[src/rtl/scan_pkg.sv]
// Shared FSM encoding and slot numbering for the channel scanner.
package scan_pkg;

    localparam int unsigned ST_W = 3;

    localparam logic [ST_W-1:0] ST_IDLE   = 3'd0;
    localparam logic [ST_W-1:0] ST_START  = 3'd1;
    localparam logic [ST_W-1:0] ST_DATA   = 3'd2;
    localparam logic [ST_W-1:0] ST_PARITY = 3'd3;
    localparam logic [ST_W-1:0] ST_END    = 3'd4;

    localparam int unsigned SLOT_START = 0;

    // PARITY slot number follows the last channel slot
    function automatic int unsigned slot_parity(input int unsigned num_ch);
        return num_ch + 1;
    endfunction

endpackage

[src/rtl/next_en_ch.sv]
// Lowest set mask bit strictly above cur, or the lowest set bit overall when from_first is high.
module next_en_ch #(
    parameter int unsigned NUM_CH = 16,
    localparam int unsigned IDX_W = $clog2(NUM_CH)
) (
    input  logic [NUM_CH-1:0] mask,
    input  logic [IDX_W-1:0]  cur,
    input  logic              from_first,
    output logic [IDX_W-1:0]  idx_c,
    output logic              found_c
);

    // Scan downward so the last hit written is the lowest qualifying index
    always_comb begin
        idx_c   = '0;
        found_c = 1'b0;
        for (int k = NUM_CH - 1; k >= 0; k--) begin
            if (mask[k] && (from_first || (IDX_W'(k) > cur))) begin
                idx_c   = IDX_W'(k);
                found_c = 1'b1;
            end
        end
    end

endmodule

[src/rtl/select_scan_n.sv]
// Tick-paced channel scanner: snapshots NUM_CH channels and emits START, enabled channels, optional PARITY.
module select_scan_n
    import scan_pkg::*;
#(
    parameter int unsigned NUM_CH    = 16,
    parameter int unsigned CH_W      = 1,
    parameter int unsigned EDGE_MODE = 1,
    localparam int unsigned SLOT_W   = $clog2(NUM_CH + 2)
) (
    input  logic                   clk_in,
    input  logic                   reset,
    input  logic [NUM_CH*CH_W-1:0] in,
    input  logic                   time_tick,
    input  logic                   en,
    input  logic                   cont,
    input  logic [NUM_CH-1:0]      ch_mask,
    input  logic                   parity_en,
    output logic                   start,
    output logic [CH_W-1:0]        out,
    output logic                   out_valid,
    output logic [SLOT_W-1:0]      slot,
    output logic                   busy,
    output logic                   frame_done
);

    localparam int unsigned IDX_W  = $clog2(NUM_CH);
    localparam int unsigned DATA_W = NUM_CH * CH_W;

    logic              tick_q1, tick_q2, en_q;
    logic              step_c;
    logic [ST_W-1:0]   state_q, state_d;
    logic [IDX_W-1:0]  ch_q, ch_d;
    logic [CH_W-1:0]   acc_q, acc_d;
    logic [DATA_W-1:0] snap_in_q, snap_in_d;
    logic [NUM_CH-1:0] snap_mask_q, snap_mask_d;
    logic              par_en_q, par_en_d;
    logic              load_c;
    logic [IDX_W-1:0]  nxt_idx_c;
    logic              nxt_found_c;

    logic              start_d, out_valid_d, busy_d, frame_done_d;
    logic [CH_W-1:0]   out_d;
    logic [SLOT_W-1:0] slot_d;

    function automatic logic [CH_W-1:0] word_at(input logic [DATA_W-1:0] data,
                                                 input logic [IDX_W-1:0]  idx);
        return data[32'(idx) * CH_W +: CH_W];
    endfunction

    assign step_c = (EDGE_MODE == 0) ? (tick_q1 & ~tick_q2) : (tick_q1 ^ tick_q2);

    next_en_ch #(.NUM_CH(NUM_CH)) u_next_en_ch (
        .mask       (snap_mask_q),
        .cur        (ch_q),
        .from_first (state_q == ST_START),
        .idx_c      (nxt_idx_c),
        .found_c    (nxt_found_c)
    );

    // Next state, frame bookkeeping and next registered outputs
    always_comb begin
        state_d     = state_q;
        ch_d        = ch_q;
        acc_d       = acc_q;
        snap_in_d   = snap_in_q;
        snap_mask_d = snap_mask_q;
        par_en_d    = par_en_q;
        load_c      = 1'b0;

        case (state_q)
            ST_IDLE: begin
                if (en && (cont || !en_q)) begin
                    state_d = ST_START;
                    load_c  = 1'b1;
                end
            end
            ST_START, ST_DATA: begin
                if (step_c) begin
                    if (nxt_found_c) begin
                        state_d = ST_DATA;
                        ch_d    = nxt_idx_c;
                        acc_d   = acc_q ^ word_at(snap_in_q, nxt_idx_c);
                    end else if (par_en_q) begin
                        state_d = ST_PARITY;
                    end else begin
                        state_d = ST_END;
                    end
                end
            end
            ST_PARITY: begin
                if (step_c) state_d = ST_END;
            end
            ST_END: begin
                if (en && cont) begin
                    state_d = ST_START;
                    load_c  = 1'b1;
                end else begin
                    state_d = ST_IDLE;
                end
            end
            default: state_d = ST_IDLE;
        endcase

        if (load_c) begin
            snap_in_d   = in;
            snap_mask_d = ch_mask;
            par_en_d    = parity_en;
            acc_d       = '0;
            ch_d        = '0;
        end

        start_d      = (state_d == ST_START);
        busy_d       = (state_d != ST_IDLE);
        frame_done_d = (state_d == ST_END);
        out_valid_d  = (state_d == ST_DATA) || (state_d == ST_PARITY);
        slot_d       = SLOT_W'(SLOT_START);
        out_d        = '0;
        if (state_d == ST_DATA) begin
            slot_d = SLOT_W'(ch_d) + SLOT_W'(1);
            out_d  = word_at(snap_in_q, ch_d);
        end else if (state_d == ST_PARITY) begin
            slot_d = SLOT_W'(slot_parity(NUM_CH));
            out_d  = acc_d;
        end
    end

    always_ff @(posedge clk_in or negedge reset) begin
        if (!reset) begin
            tick_q1     <= 1'b0;
            tick_q2     <= 1'b0;
            en_q        <= 1'b0;
            state_q     <= ST_IDLE;
            ch_q        <= '0;
            acc_q       <= '0;
            snap_in_q   <= '0;
            snap_mask_q <= '0;
            par_en_q    <= 1'b0;
            start       <= 1'b0;
            out         <= '0;
            out_valid   <= 1'b0;
            slot        <= '0;
            busy        <= 1'b0;
            frame_done  <= 1'b0;
        end else begin
            tick_q1     <= time_tick;
            tick_q2     <= tick_q1;
            en_q        <= en;
            state_q     <= state_d;
            ch_q        <= ch_d;
            acc_q       <= acc_d;
            snap_in_q   <= snap_in_d;
            snap_mask_q <= snap_mask_d;
            par_en_q    <= par_en_d;
            start       <= start_d;
            out         <= out_d;
            out_valid   <= out_valid_d;
            slot        <= slot_d;
            busy        <= busy_d;
            frame_done  <= frame_done_d;
        end
    end

endmodule

[config.mk]
export PLATFORM = sky130hd
export DESIGN_NAME = select_scan_n
export DESIGN_NICKNAME = d
export VERILOG_FILES = /design/src/rtl/scan_pkg.sv /design/src/rtl/next_en_ch.sv /design/src/rtl/select_scan_n.sv
export SDC_FILE = /design/constraint.sdc
export NUM_CORES = 1
export LEC_CHECK = 0
export CAP_MARGIN = 15
export CELL_PAD_IN_SITES_DETAIL_PLACEMENT = 1
export CELL_PAD_IN_SITES_GLOBAL_PLACEMENT = 2
export CORE_AREA = 2 2 104 106
export CTS_CLUSTER_DIAMETER = 100
export DETAILED_ROUTE_END_ITERATION = 6
export DIE_AREA = 0 0 106 108
export HOLD_SLACK_MARGIN = 0.03
export PLACE_DENSITY_LB_ADDON = 0.2
export SYNTH_ARGS = -nofsm -noshare
export SYNTH_HDL_FRONTEND = slang
export SYNTH_SLANG_ARGS = --single-unit
[constraint.sdc]
create_clock -name clk_in -period 8.05 [get_ports clk_in]
set_clock_uncertainty 0.2 [all_clocks]
set_input_delay 0.805 -clock clk_in [delete_from_list [all_inputs] [get_ports clk_in]]
set_output_delay 0.805 -clock clk_in [all_outputs]
set_load 0.03 [all_outputs]
==> qor.yml, run 1 <==
sta:
  worstMarginPinSlew_ps: 716.8
  setup_viol: 0
  worst_slew_margin_rel_pct: 52.16
  final-hold-violation-count: 0
  grt_setup_unrepaired: "no"
  finalWorstPathRequiredPeriod_ps: 3941
  fmaxAchievable_mhz: 253.7
  drv_slew: 0
  totalNegativeSetupSlack_ps: 0
  worst_hold_slack_ps: 218.1
  final.period_utilization_pct: 48.96
floorplan:
  starting_density_pct: 29.83
  die_area_um2: 11450
  die_h_um: 108
  coreArea_um2: 10230
  floorplan.rows: 37
  die-width_um: 106
  floorplan.io_pins: 48
global_route:
  globalRouteMet1Util_pct: 21.37
  grt_most_used_layer: "met2"
  maximum_number_of_pins_on_one_net_before_global_route_repair: 55
  grt_util_all_layers_pct: 15.94
  vias_in_the_first_global_route: 2854
  grt_first_pass_wirelength_um: 14540
  globalRouteOverflowTotal: 0
  grt_use_met2_pct: 26.08
  antenna_found_initial: 0
  grt_use_met3_pct: 2.471
logic_synthesis:
  post_synth.cell_area_avg_um2: 8.719
  synthesis.area_um2: 3052
  synth_edf_count: 0
  synth_fp_nets: 389
  post_synth_and_or_nand_nor_area_fraction_pct: 26.28
  asyncSetResetFlopFracSynth_pct: 100.0
  dominant_combinational_cell_family_by_area_after_synthesis: "simple AND/OR/NAND/NOR gates"
  synth-seq-area-share_pct: 44.28
  synth.distinct_cells: 64
  synth_compound_area_share_pct: 18.00
  ys_seq_elements: 54
  yosysWarnings: 0
  synthCells: 350
  synth-main-ff-cell: "sky130_fd_sc_hd__dfrtp_1"
  post_synthesis_mux_area_share_pct: 5.453
  synth_xor_area_share_pct: 1.435
  yosys.area_share.adder_pct: 0.4100
run:
  drv.max_cap_violation_count: 0
critical_path:
  crit_path_start: "state_q[0]"
  reg2reg_from: "state_q[0]"
  critical_path.max_stage_delay_ps: 680
  worstPathCellList: "nor3b_4 > o21ai_0 > and3_1 > o21ai_0 > o211ai_2 > a2bb2oi_2 > and2_4 > mux2_4 > a221oi_1 > nor4_1 > o31a_1"
  critPathMaxFanout: 19
  critical_path.startpoint_type: "register"
  cp.required_ps: 8060
  critical-path-slowest-cell: "sky130_fd_sc_hd__nor3b_4"
  critPathMostFrequentCell: "sky130_fd_sc_hd__o21ai_0"
  cp_data_arrival_time_ps: 3960
  worstPathBufferInverterCount: 0
  critPathKind: "register to register"
  worstSetupEndpointType: "register"
  crit_family: "compound AO/OA/AOI/OAI gates"
clock_tree:
  clk_latency_ps: 320
  clk_path_buf_depth: 2
  cts-htree-levels: 2
  cts_resized: 0
  cts_root_buf: "sky130_fd_sc_hd__clkbuf_8"
  cts-hold-fix-buffers: 0
  post_cts.repair.setup_buffers: 0
  worst_setup_hold_path_clk_slew_ps: 110
  cts_inserted_buffers: 5
  tritoncts: "yes"
  numClockSinks: 54
route:
  drt-vias-per-instance: 5.105
  drt-wirelength-per-cell_um: 15.86
  postRouteAntennaNets: 0
  route.final.wire_length_um: 8325
  drt_pass1_iterations: 4
  dr_total_vias: 2680
  drc: 0
  initialDrtViolationCount: 67
cells_and_area:
  layout_common_cells: "sky130_fd_sc_hd__nand2_1 (110), sky130_fd_sc_hd__dfrtp_1 (54), sky130_fd_sc_hd__clkdlybuf4s50_1 (46), sky130_fd_sc_hd__nor2_1 (18), sky130_fd_sc_hd__a21oi_1 (16)"
  area_growth_syn_to_layout_pct: 21.85
  multiInputGateArea_um2: 1574
  antenna-diode-count: 0
  final_common_cell: "sky130_fd_sc_hd__nand2_1"
  finalNetCount: 427
  fillCellCount: 1194
  area.sequential_um2: 1351
  area_of_all_placed_cells_without_fillers_um2: 3719
  fraction_of_layout_cells_with_a_size_suffix_above_1_pct: 6.941
  finalNonFillerCells: 525
placed_design:
  post-dp-hpwl_um: 6012
  placement.cell_area_um2: 3606
  placement.io_buffers: 47
  placed_cells: 517
  gp_congestion: 0.8097
outcome:
  run_status: "completed"
min_path:
  min_path_type: "register to register"
  worst_hold_startpoint: "tick_q1"
pwr:
  power_uw: 1623
  power-per-cell-area_nw_per_um2: 436.4
  power.leakage_uw: 0.001617
  irDropWorstVdd_mv: 0.1424
worst reg2reg max path, cell delays in order (launching register included):
cell                        delay, ps
sky130_fd_sc_hd__dfrtp_1          510
sky130_fd_sc_hd__nor3b_4          680
sky130_fd_sc_hd__o21ai_0          260
sky130_fd_sc_hd__and3_1           230
sky130_fd_sc_hd__o21ai_0          260
sky130_fd_sc_hd__o211ai_2         200
sky130_fd_sc_hd__a2bb2oi_2        280
sky130_fd_sc_hd__and2_4           260
sky130_fd_sc_hd__mux2_4           310
sky130_fd_sc_hd__a221oi_1         300
sky130_fd_sc_hd__nor4_1            80
sky130_fd_sc_hd__o31a_1           270
cell usage after synthesis, drive strengths merged (3+ instances only):
cell type / instances / area share (%)
nand2: 110 / 14
dfrtp: 54 / 44
nor2: 18 / 2.2
a21oi: 16 / 2.6
buf: 14 / 2.8
o21ai: 12 / 2.0
nand3: 9 / 1.5
mux2i: 8 / 2.7
nor3: 7 / 1.1
inv: 6 / 0.74
a211oi: 5 / 1.2
clkbuf: 5 / 0.62
o22ai: 5 / 1.0
xnor2: 5 / 1.4
o211ai: 4 / 1.1
o21a: 4 / 1.2
or3: 4 / 0.82
a21boi: 3 / 0.74
and2: 3 / 0.70
mux2: 3 / 1.2
nand3b: 3 / 0.74
nor2b: 3 / 0.62
nor4b: 3 / 0.86
or2: 3 / 0.62
report_power, final:
part           leakage [uW]  switching (uW)  internal, uW  total [uW]
sequential         0.000680             153           384         537
combinational      0.000879             507           389         896
clock             0.0000585            96.0          93.4         189
total               0.00162             757           866        1620
area by class of cell:
class / count / area share, %
Clock inverter: 3 / 1.178
Clock buffer: 5 / 1.851
Inverter: 6 / 0.6057
Timing Repair Buffer: 50 / 13.12
Sequential cell: 54 / 36.34
Multi-Input combinational cell: 271 / 42.33
Tap cell: 136 / 4.576
through the flow:
step	setup slack [ps]	util, %
6_report	4109	36.35
5_1_grt	3790	36.35
4_1_cts	4109	36.35
3_5_place_dp	4123	35.25
3_3_place_gp	4205	35.25
2_1_floorplan	4615	-
cells by family (layout without fill, tap and decap cells):
group / Yosys count / after routing
buf+inv: 25 / 64
fa+ha+maj: 1 / 1
simple gates: 176 / 176
flops: 54 / 54
mux: 13 / 13
xor+xnor: 5 / 5
compound gates: 76 / 76
state kept, by name, indices dropped and copies added (netlist names), 3 cells and up:
signal       flops
ch_q             4
state_q          3
snap_in_q       16
slot             5
snap_mask_q     16
worst paths after layout:
kind / endpoint / slack (ps) / cells after the start
max reg2reg: out / 4110 / 11
min in group asynchronous: snap_mask_q[3] / 390 / 2
max in group asynchronous: snap_in_q[0] / 6770 / 2
max: out / 4110 / 11
min: tick_q2 / 220 / 0
min reg2reg: tick_q2 / 220 / 0
per-layer routing:
layer,vias to the layer above,share of wire [%]
li1,1304,-
met2,48,45
met5,-,0
met3,16,3.3
met1,1312,49
met4,0,2.3
Power figures use the tool's default switching activity.
==> inputs of run 2 (changes only) <==
--- a/config.mk
+++ b/config.mk
@@ -8,10 +8,10 @@
 export CAP_MARGIN = 15
 export CELL_PAD_IN_SITES_DETAIL_PLACEMENT = 1
 export CELL_PAD_IN_SITES_GLOBAL_PLACEMENT = 2
-export CORE_AREA = 2 2 104 106
+export CORE_AREA = 2 2 106 108
 export CTS_CLUSTER_DIAMETER = 100
 export DETAILED_ROUTE_END_ITERATION = 6
-export DIE_AREA = 0 0 106 108
+export DIE_AREA = 0 0 108 110
 export HOLD_SLACK_MARGIN = 0.03
 export PLACE_DENSITY_LB_ADDON = 0.2
 export SYNTH_ARGS = -nofsm -noshare
==> constraint.sdc (replaced) <==
create_clock -name clk_in -period 3.45 [get_ports clk_in]
set_clock_uncertainty 0.2 [all_clocks]
set_input_delay 0.345 -clock clk_in [delete_from_list [all_inputs] [get_ports clk_in]]
set_output_delay 0.345 -clock clk_in [all_outputs]
set_load 0.03 [all_outputs]
==> run 2 against run 1 <==
Against the previous run: the flow now finishes with violations (setup timing); die area increased by 3.8%; first-iteration DRC count increased by 33%; clock-buffer cell count increased by 2; largest power group unchanged; highest routed layer unchanged.
==> qor.yml, run 2 (same netlist as run 1, synthesis figures left out) <==
outcome:
  run_status: "complete, but fails checks"  # was completed
  failing_checks: "setup timing"
floorplan:
  floorplan.io_pins: 48  # unchanged
  starting_density_pct: 28.53  # was 29.83%
  floorplan.rows: 38  # was 37
  die_area_um2: 11880  # was 11,450 um^2
  die_h_um: 110  # was 108 um
  coreArea_um2: 10700  # was 10,230 um^2
  die-width_um: 108  # was 106 um
placed_design:
  placement.cell_area_um2: 3961  # was 3606 um^2
  gp_congestion: 0.8644  # was 0.8097
  post-dp-hpwl_um: 6791  # was 6012 um
  placement.io_buffers: 47  # unchanged
  dp_worst_setup_slack_ps: -153.1  # was 4123 ps
pwr:
  power-per-cell-area_nw_per_um2: 1081  # was 436.4 nW/um^2
  irDropWorstVdd_mv: 0.3350  # was 0.1424 mV
  power.leakage_uw: 0.001928  # was 0.001617 uW
global_route:
  antenna_found_initial: 0  # unchanged
  maximum_number_of_pins_on_one_net_before_global_route_repair: 38  # was 55
  grt_first_pass_wirelength_um: 14790  # was 14,540 um
  vias_in_the_first_global_route: 2972  # was 2,854
  grt_util_all_layers_pct: 16.01  # was 15.94%
  globalRouteOverflowTotal: 0  # unchanged
clock_tree:
  clk_path_buf_depth: 2  # unchanged
  cts_root_buf: "sky130_fd_sc_hd__clkbuf_8"  # unchanged
  cts_inserted_buffers: 5  # unchanged
  clk_latency_ps: 310  # was 320 ps
  cts-htree-levels: 2  # unchanged
  numClockSinks: 54  # unchanged
  worst_setup_hold_path_clk_slew_ps: 100  # was 110 ps
  tritoncts: "yes"  # unchanged
cells_and_area:
  top_regs: "snap_in_q: 16 flops, snap_mask_q: 16 flops, slot: 5 flops"  # unchanged
  antenna-diode-count: 0  # unchanged
  area_of_all_placed_cells_without_fillers_um2: 4297  # was 3719 um^2
  finalNetCount: 483  # was 427
  area_growth_syn_to_layout_pct: 40.80  # was 21.85%
  final_common_cell: "sky130_fd_sc_hd__nand2_1"  # unchanged
  fraction_of_layout_cells_with_a_size_suffix_above_1_pct: 22.92  # was 6.941%
  layout_common_cells: "sky130_fd_sc_hd__nand2_1 (107), sky130_fd_sc_hd__buf_4 (54), sky130_fd_sc_hd__dfrtp_1 (52), sky130_fd_sc_hd__clkdlybuf4s50_1 (46), sky130_fd_sc_hd__nor2_1 (18)"  # was sky130_fd_sc_hd__nand2_1 (110), sky130_fd_sc_hd__dfrtp_1 (54), sky130_fd_sc_hd__clkdlybuf4s50_1 (46), sky130_fd_sc_hd__nor2_1 (18), sky130_fd_sc_hd__a21oi_1 (16)
route:
  initialDrtViolationCount: 89  # was 67
  dr_total_vias: 2887  # was 2,680
  route.final.wire_length_um: 9220  # was 8325 um
  drt-vias-per-instance: 4.935  # was 5.105
  postRouteAntennaNets: 0  # unchanged
  drt_pass1_iterations: 4  # unchanged
  drc: 0  # unchanged
  drt-wirelength-per-cell_um: 15.76  # was 15.86 um
sta:
  grt_setup_unrepaired: "yes"  # was no
  final.period_utilization_pct: 100.5  # was 48.96%
  setup_viol: 1  # was 0
  drv_slew: 0  # unchanged
  fmaxAchievable_mhz: 288.5  # was 253.7 MHz
  worst_slew_margin_rel_pct: 62.98  # was 52.16%
  final-hold-violation-count: 0  # unchanged
  worstMarginPinSlew_ps: 555.2  # was 716.8 ps
  setup_slack_ps: -15.99  # was 4109 ps
  finalWorstPathRequiredPeriod_ps: 3466  # was 3941 ps
critical_path:
  critical_path.startpoint_type: "register"  # unchanged
  cp.required_ps: 3450  # was 8060 ps
  critical-path-slowest-cell: "sky130_fd_sc_hd__dfrtp_1"  # was sky130_fd_sc_hd__nor3b_4
  cp_data_arrival_time_ps: 3470  # was 3960 ps
  worstSetupEndpointType: "register"  # unchanged
  worstRegToRegCells: 15  # was 11
  critPathKind: "register to register"  # unchanged
  critical_path.max_stage_delay_ps: 400  # was 680 ps
  worstPathCellList: "nor3b_4 > buf_6 > o32a_1 > buf_4 > o21bai_4 > or2_4 > o21a_4 > a2bb2oi_2 > and2_4 > buf_6 > buf_4 > a211oi_2 > a21oi_1 > and4_1 > o31a_1"  # was nor3b_4 > o21ai_0 > and3_1 > o21ai_0 > o211ai_2 > a2bb2oi_2 > and2_4 > mux2_4 > a221oi_1 > nor4_1 > o31a_1
  critPathMaxFanout: 6  # was 19
min_path:
  min_delay_path_depth: 0  # unchanged
  min_path_type: "register to register"  # unchanged
run:
  drv.max_cap_violation_count: 0  # unchanged
## run 2: cell type report
class                      count  area (um^2)
fill                        1259         6401
timing repair buffer         106        925.9
clock inverter                 1        8.758
sequential                    54         1354
multi-input combinational    271         1714
inverter                       6        22.52
clock buffer                   7        96.34
tap                          140        175.2
## run 2: critical path: cells and delay by family (launching register included)
family | cells | cell delay, ps
and+or+nand+nor | 4 | 820
DFF | 1 | 400
AOI/OAI and AO/OA | 7 | 1410
buffers and inverters | 4 | 540
## run 2: path summary, 6_finish.rpt
| kind | startpoint | end | slack [ps] |
|---|---|---|---|
| worst max-delay path | state_q[0] | out | -20 |
| max in group asynchronous | reset | ch_q[1] | 1870 |
| min in group asynchronous | reset | snap_mask_q[2] | 350 |
| worst min register to register | tick_q1 | tick_q2 | 200 |
| worst max register to register | state_q[0] | out | -20 |
| worst min-delay path | tick_q1 | tick_q2 | 200 |
## run 2: per-stage QoR
| step | setup TNS [ps] | cells | util [%] | total power, uW | hold WS (ps) |
|---|---|---|---|---|---|
| final | -15.99 | 585 | 40.16 | 4645 | 203.6 |
| after global routing | -276.0 | 585 | 40.16 | 5032 | 215.9 |
| after CTS | -89.09 | 578 | 38.71 | 4427 | 210.3 |
| after detailed placement | -157.4 | 566 | 37.03 | 3901 | 181.2 |
| after global placement | -53.34 | 566 | 37.03 | 3863 | 179.0 |
| after floorplan | 0 | 350 | - | 2822 | -150.6 |
## run 2: timing repair
item | 4_1_cts | 5_1_grt
hold buffers | 1 | 0
hold endpoints to repair | 23 | 0
endpoints found under the setup margin | 4 | 10
pin swaps | 4 | 20
gates resized for setup | 6 | 28
setup buffers | 4 | 9
## run 2: report_power, final
group	switching (uW)	total, uW	internal (uW)
sequential	281	1180	900
clock	214	399	184
combinational	1560	3070	1510
total	2050	4640	2590
## run 2: metal layers
layer	up-vias	wire length (um)	GRT usage [%]
li1	1419	-	-
met1	1395	4366	20.45
met2	56	4386	27.72
met3	17	286	2.469
met4	0	181	5.495
met5	-	0	0
==> inputs of run 3 (changes only) <==
--- a/config.mk
+++ b/config.mk
@@ -14,6 +14,7 @@
 export DIE_AREA = 0 0 108 110
 export HOLD_SLACK_MARGIN = 0.03
 export PLACE_DENSITY_LB_ADDON = 0.2
+export SETUP_SLACK_MARGIN = 0.15
 export SYNTH_ARGS = -nofsm -noshare
 export SYNTH_HDL_FRONTEND = slang
 export SYNTH_SLANG_ARGS = --single-unit
==> run 3 against run 2 <==
Against the previous run: the run now ends clean; global-route usage rose by 0.64 points; routed wire length rose by 5.3%; sequential power rose by 4%; final cell count fell by 0.17%; largest power group unchanged; register-to-register slack improved by 120 ps; total power rose by 1.4%; clock-buffer cell count fell by 1.
==> qor.yml, run 3 (same netlist as run 1, synthesis figures left out) <==
min_path:
  min_path_type: "register to register"  # unchanged
  worst_hold_startpoint: "tick_q1"  # unchanged
cells_and_area:
  utilization_pct: 40.23  # was 40.16%
  fraction_of_layout_cells_with_a_size_suffix_above_1_pct: 24.32  # was 22.92%
  area_growth_syn_to_layout_pct: 41.04  # was 40.80%
  final_common_cell: "sky130_fd_sc_hd__nand2_1"  # unchanged
  finalNonFillerCells: 584  # was 585
  antenna-diode-count: 0  # unchanged
  area_of_all_placed_cells_without_fillers_um2: 4304  # was 4297 um^2
  fillCellCount: 1243  # was 1,259
  top_regs: "snap_in_q: 16 flops, snap_mask_q: 16 flops, slot: 5 flops"  # unchanged
  finalNetCount: 482  # was 483
  layout_common_cells: "sky130_fd_sc_hd__nand2_1 (108), sky130_fd_sc_hd__buf_4 (53), sky130_fd_sc_hd__dfrtp_1 (47), sky130_fd_sc_hd__clkdlybuf4s50_1 (46), sky130_fd_sc_hd__nor2_1 (18)"  # was sky130_fd_sc_hd__nand2_1 (107), sky130_fd_sc_hd__buf_4 (54), sky130_fd_sc_hd__dfrtp_1 (52), sky130_fd_sc_hd__clkdlybuf4s50_1 (46), sky130_fd_sc_hd__nor2_1 (18)
floorplan:
  die-width_um: 108  # unchanged
  starting_density_pct: 28.53  # unchanged
  die_area_um2: 11880  # unchanged
  coreArea_um2: 10700  # unchanged
  floorplan.rows: 38  # unchanged
  floorplan.io_pins: 48  # unchanged
  die_h_um: 110  # unchanged
global_route:
  grt_use_met2_pct: 29.92  # was 27.72%
  grt_use_met3_pct: 2.998  # was 2.469%
  grt_first_pass_wirelength_um: 15450  # was 14,790 um
  antenna_found_initial: 0  # unchanged
  grt_util_all_layers_pct: 16.66  # was 16.01%
  globalRouteOverflowTotal: 0  # unchanged
  vias_in_the_first_global_route: 3098  # was 2,972
  maximum_number_of_pins_on_one_net_before_global_route_repair: 37  # was 38
  globalRouteMet1Util_pct: 20.28  # was 20.45%
  grt_most_used_layer: "met2"  # unchanged
route:
  drt_pass1_iterations: 4  # unchanged
  route.final.wire_length_um: 9708  # was 9220 um
  drc: 0  # unchanged
  postRouteAntennaNets: 0  # unchanged
  drt-vias-per-instance: 4.959  # was 4.935
  drt-wirelength-per-cell_um: 16.62  # was 15.76 um
  dr_total_vias: 2896  # was 2,887
  initialDrtViolationCount: 90  # was 89
sta:
  finalWorstPathRequiredPeriod_ps: 3349  # was 3466 ps
  final-hold-violation-count: 0  # unchanged
  setup_viol: 0  # was 1
  fmaxAchievable_mhz: 298.6  # was 288.5 MHz
  drv_slew: 0  # unchanged
  final.period_utilization_pct: 97.06  # was 100.5%
  worst_slew_margin_rel_pct: 45.76  # was 62.98%
  worstMarginPinSlew_ps: 813.5  # was 555.2 ps
  grt_setup_unrepaired: "yes"  # unchanged
clock_tree:
  cts_root_buf: "sky130_fd_sc_hd__clkbuf_8"  # unchanged
  cts-htree-levels: 2  # unchanged
  tritoncts: "yes"  # unchanged
  clk_latency_ps: 330  # was 310 ps
  numClockSinks: 54  # unchanged
  clk_path_buf_depth: 2  # unchanged
  worst_setup_hold_path_clk_slew_ps: 110  # was 100 ps
  cts_inserted_buffers: 5  # unchanged
critical_path:
  critPathKind: "register to register"  # unchanged
  reg2reg_setup_slack_ps: 100  # was -20 ps
  worstPathCellList: "nor3b_4 > buf_4 > a21oi_1 > o21ai_0 > or2_4 > o21a_4 > a2bb2oi_2 > and2_4 > mux2_4 > a221oi_2 > nor4_1 > o31a_1"  # was nor3b_4 > buf_6 > o32a_1 > buf_4 > o21bai_4 > or2_4 > o21a_4 > a2bb2oi_2 > and2_4 > buf_6 > buf_4 > a211oi_2 > a21oi_1 > and4_1 > o31a_1
  cp.required_ps: 3470  # was 3450 ps
  critPathMaxFanout: 7  # was 6
  worstRegToRegCells: 12  # was 15
  critical-path-slowest-cell: "sky130_fd_sc_hd__dfrtp_2"  # was sky130_fd_sc_hd__dfrtp_1
  cp-endpoint: "out"  # unchanged
  critical_register_to_register_path_endpoint: "out"  # unchanged
  crit_family: "compound AO/OA/AOI/OAI gates"  # unchanged
  critical_path.max_stage_delay_ps: 470  # was 400 ps
  reg2reg_from: "state_q[2]"  # was state_q[0]
  worstPathBufferInverterCount: 1  # was 4
  crit_path_start: "state_q[2]"  # was state_q[0]
  cp_num_cells: 12  # was 15
  cp_data_arrival_time_ps: 3370  # was 3470 ps
  critical_path.startpoint_type: "register"  # unchanged
  worstSetupEndpointType: "register"  # unchanged
placed_design:
  placed_cells: 562  # was 566
  placement.io_buffers: 47  # unchanged
  placement.cell_area_um2: 3929  # was 3961 um^2
  gp_congestion: 0.8429  # was 0.8644
  post-dp-hpwl_um: 7027  # was 6791 um
run:
  drv.max_cap_violation_count: 0  # unchanged
pwr:
  power-per-cell-area_nw_per_um2: 1095  # was 1081 nW/um^2
  power.leakage_uw: 0.001903  # was 0.001928 uW
  irDropWorstVdd_mv: 0.3701  # was 0.3350 mV
outcome:
  run_status: "completed"  # was complete, but fails checks
==> run 3: metrics by stage <==
step	TNS (ps)	power [uW]	setup slack, ps	hold WS, ps
6_report	0	4711	101.4	206.5
5_1_grt	-31.89	5087	-21.73	240.2
4_1_cts	0	4485	153.6	212.3
3_5_place_dp	-112.0	3926	-112.0	189.1
3_3_place_gp	0	3881	0.7305	182.0
2_1_floorplan	0	2861	130.6	-150.6
==> run 3: layout make-up <==
cell class | count | area, um^2 | area share (%)
clock buffer | 6 | 82.58 | 1.919
clock inverter | 2 | 16.27 | 0.3779
inverter | 6 | 22.52 | 0.5233
multi-input combinational | 273 | 1743 | 40.49
sequential | 54 | 1360 | 31.60
tap | 140 | 175.2 | 4.070
timing repair buffer | 103 | 904.6 | 21.02
==> run 3: layer usage <==
metal / vias up / routed length [um]
li1: 1422 / -
met1: 1406 / 4376
met2: 51 / 4771
met3: 17 / 332
met4: 0 / 227
met5: - / 0
==> run 3: how the worst min path moves through the flow <==
stage	end	slack [ps]	cells past startpoint
final	tick_q2	210	0
after detailed placement	tick_q2	190	0
after CTS	tick_q2	210	0
after global routing	tick_q2	240	0
after floorplan	acc_q	-150	0
after global placement	tick_q2	180	0
==> run 3: timing repair <==
item	in CTS	in global routing
buffers inserted	4	7
setup endpoints to repair	9	9
gates cloned	1	1
hold endpoints to repair	35	0
hold buffers	1	0
gates resized for setup	16	18
pin swaps	2	11
==> run 3: power breakdown <==
part | switching (uW) | leakage (uW) | total [uW] | internal (uW)
Combinational | 1570 | 0.00119 | 3090 | 1520
Sequential | 324 | 0.000670 | 1230 | 904
Clock | 228 | 0.0000478 | 394 | 166
==> run 3: worst register-to-register path, delay by kind of cell, from the launching register on <==
kind / cells / cell delay, ps
muxes: 1 / 310
buffers and inverters: 1 / 200
and+or+nand+nor: 4 / 940
DFF: 1 / 470
AOI/OAI and AO/OA: 6 / 1130
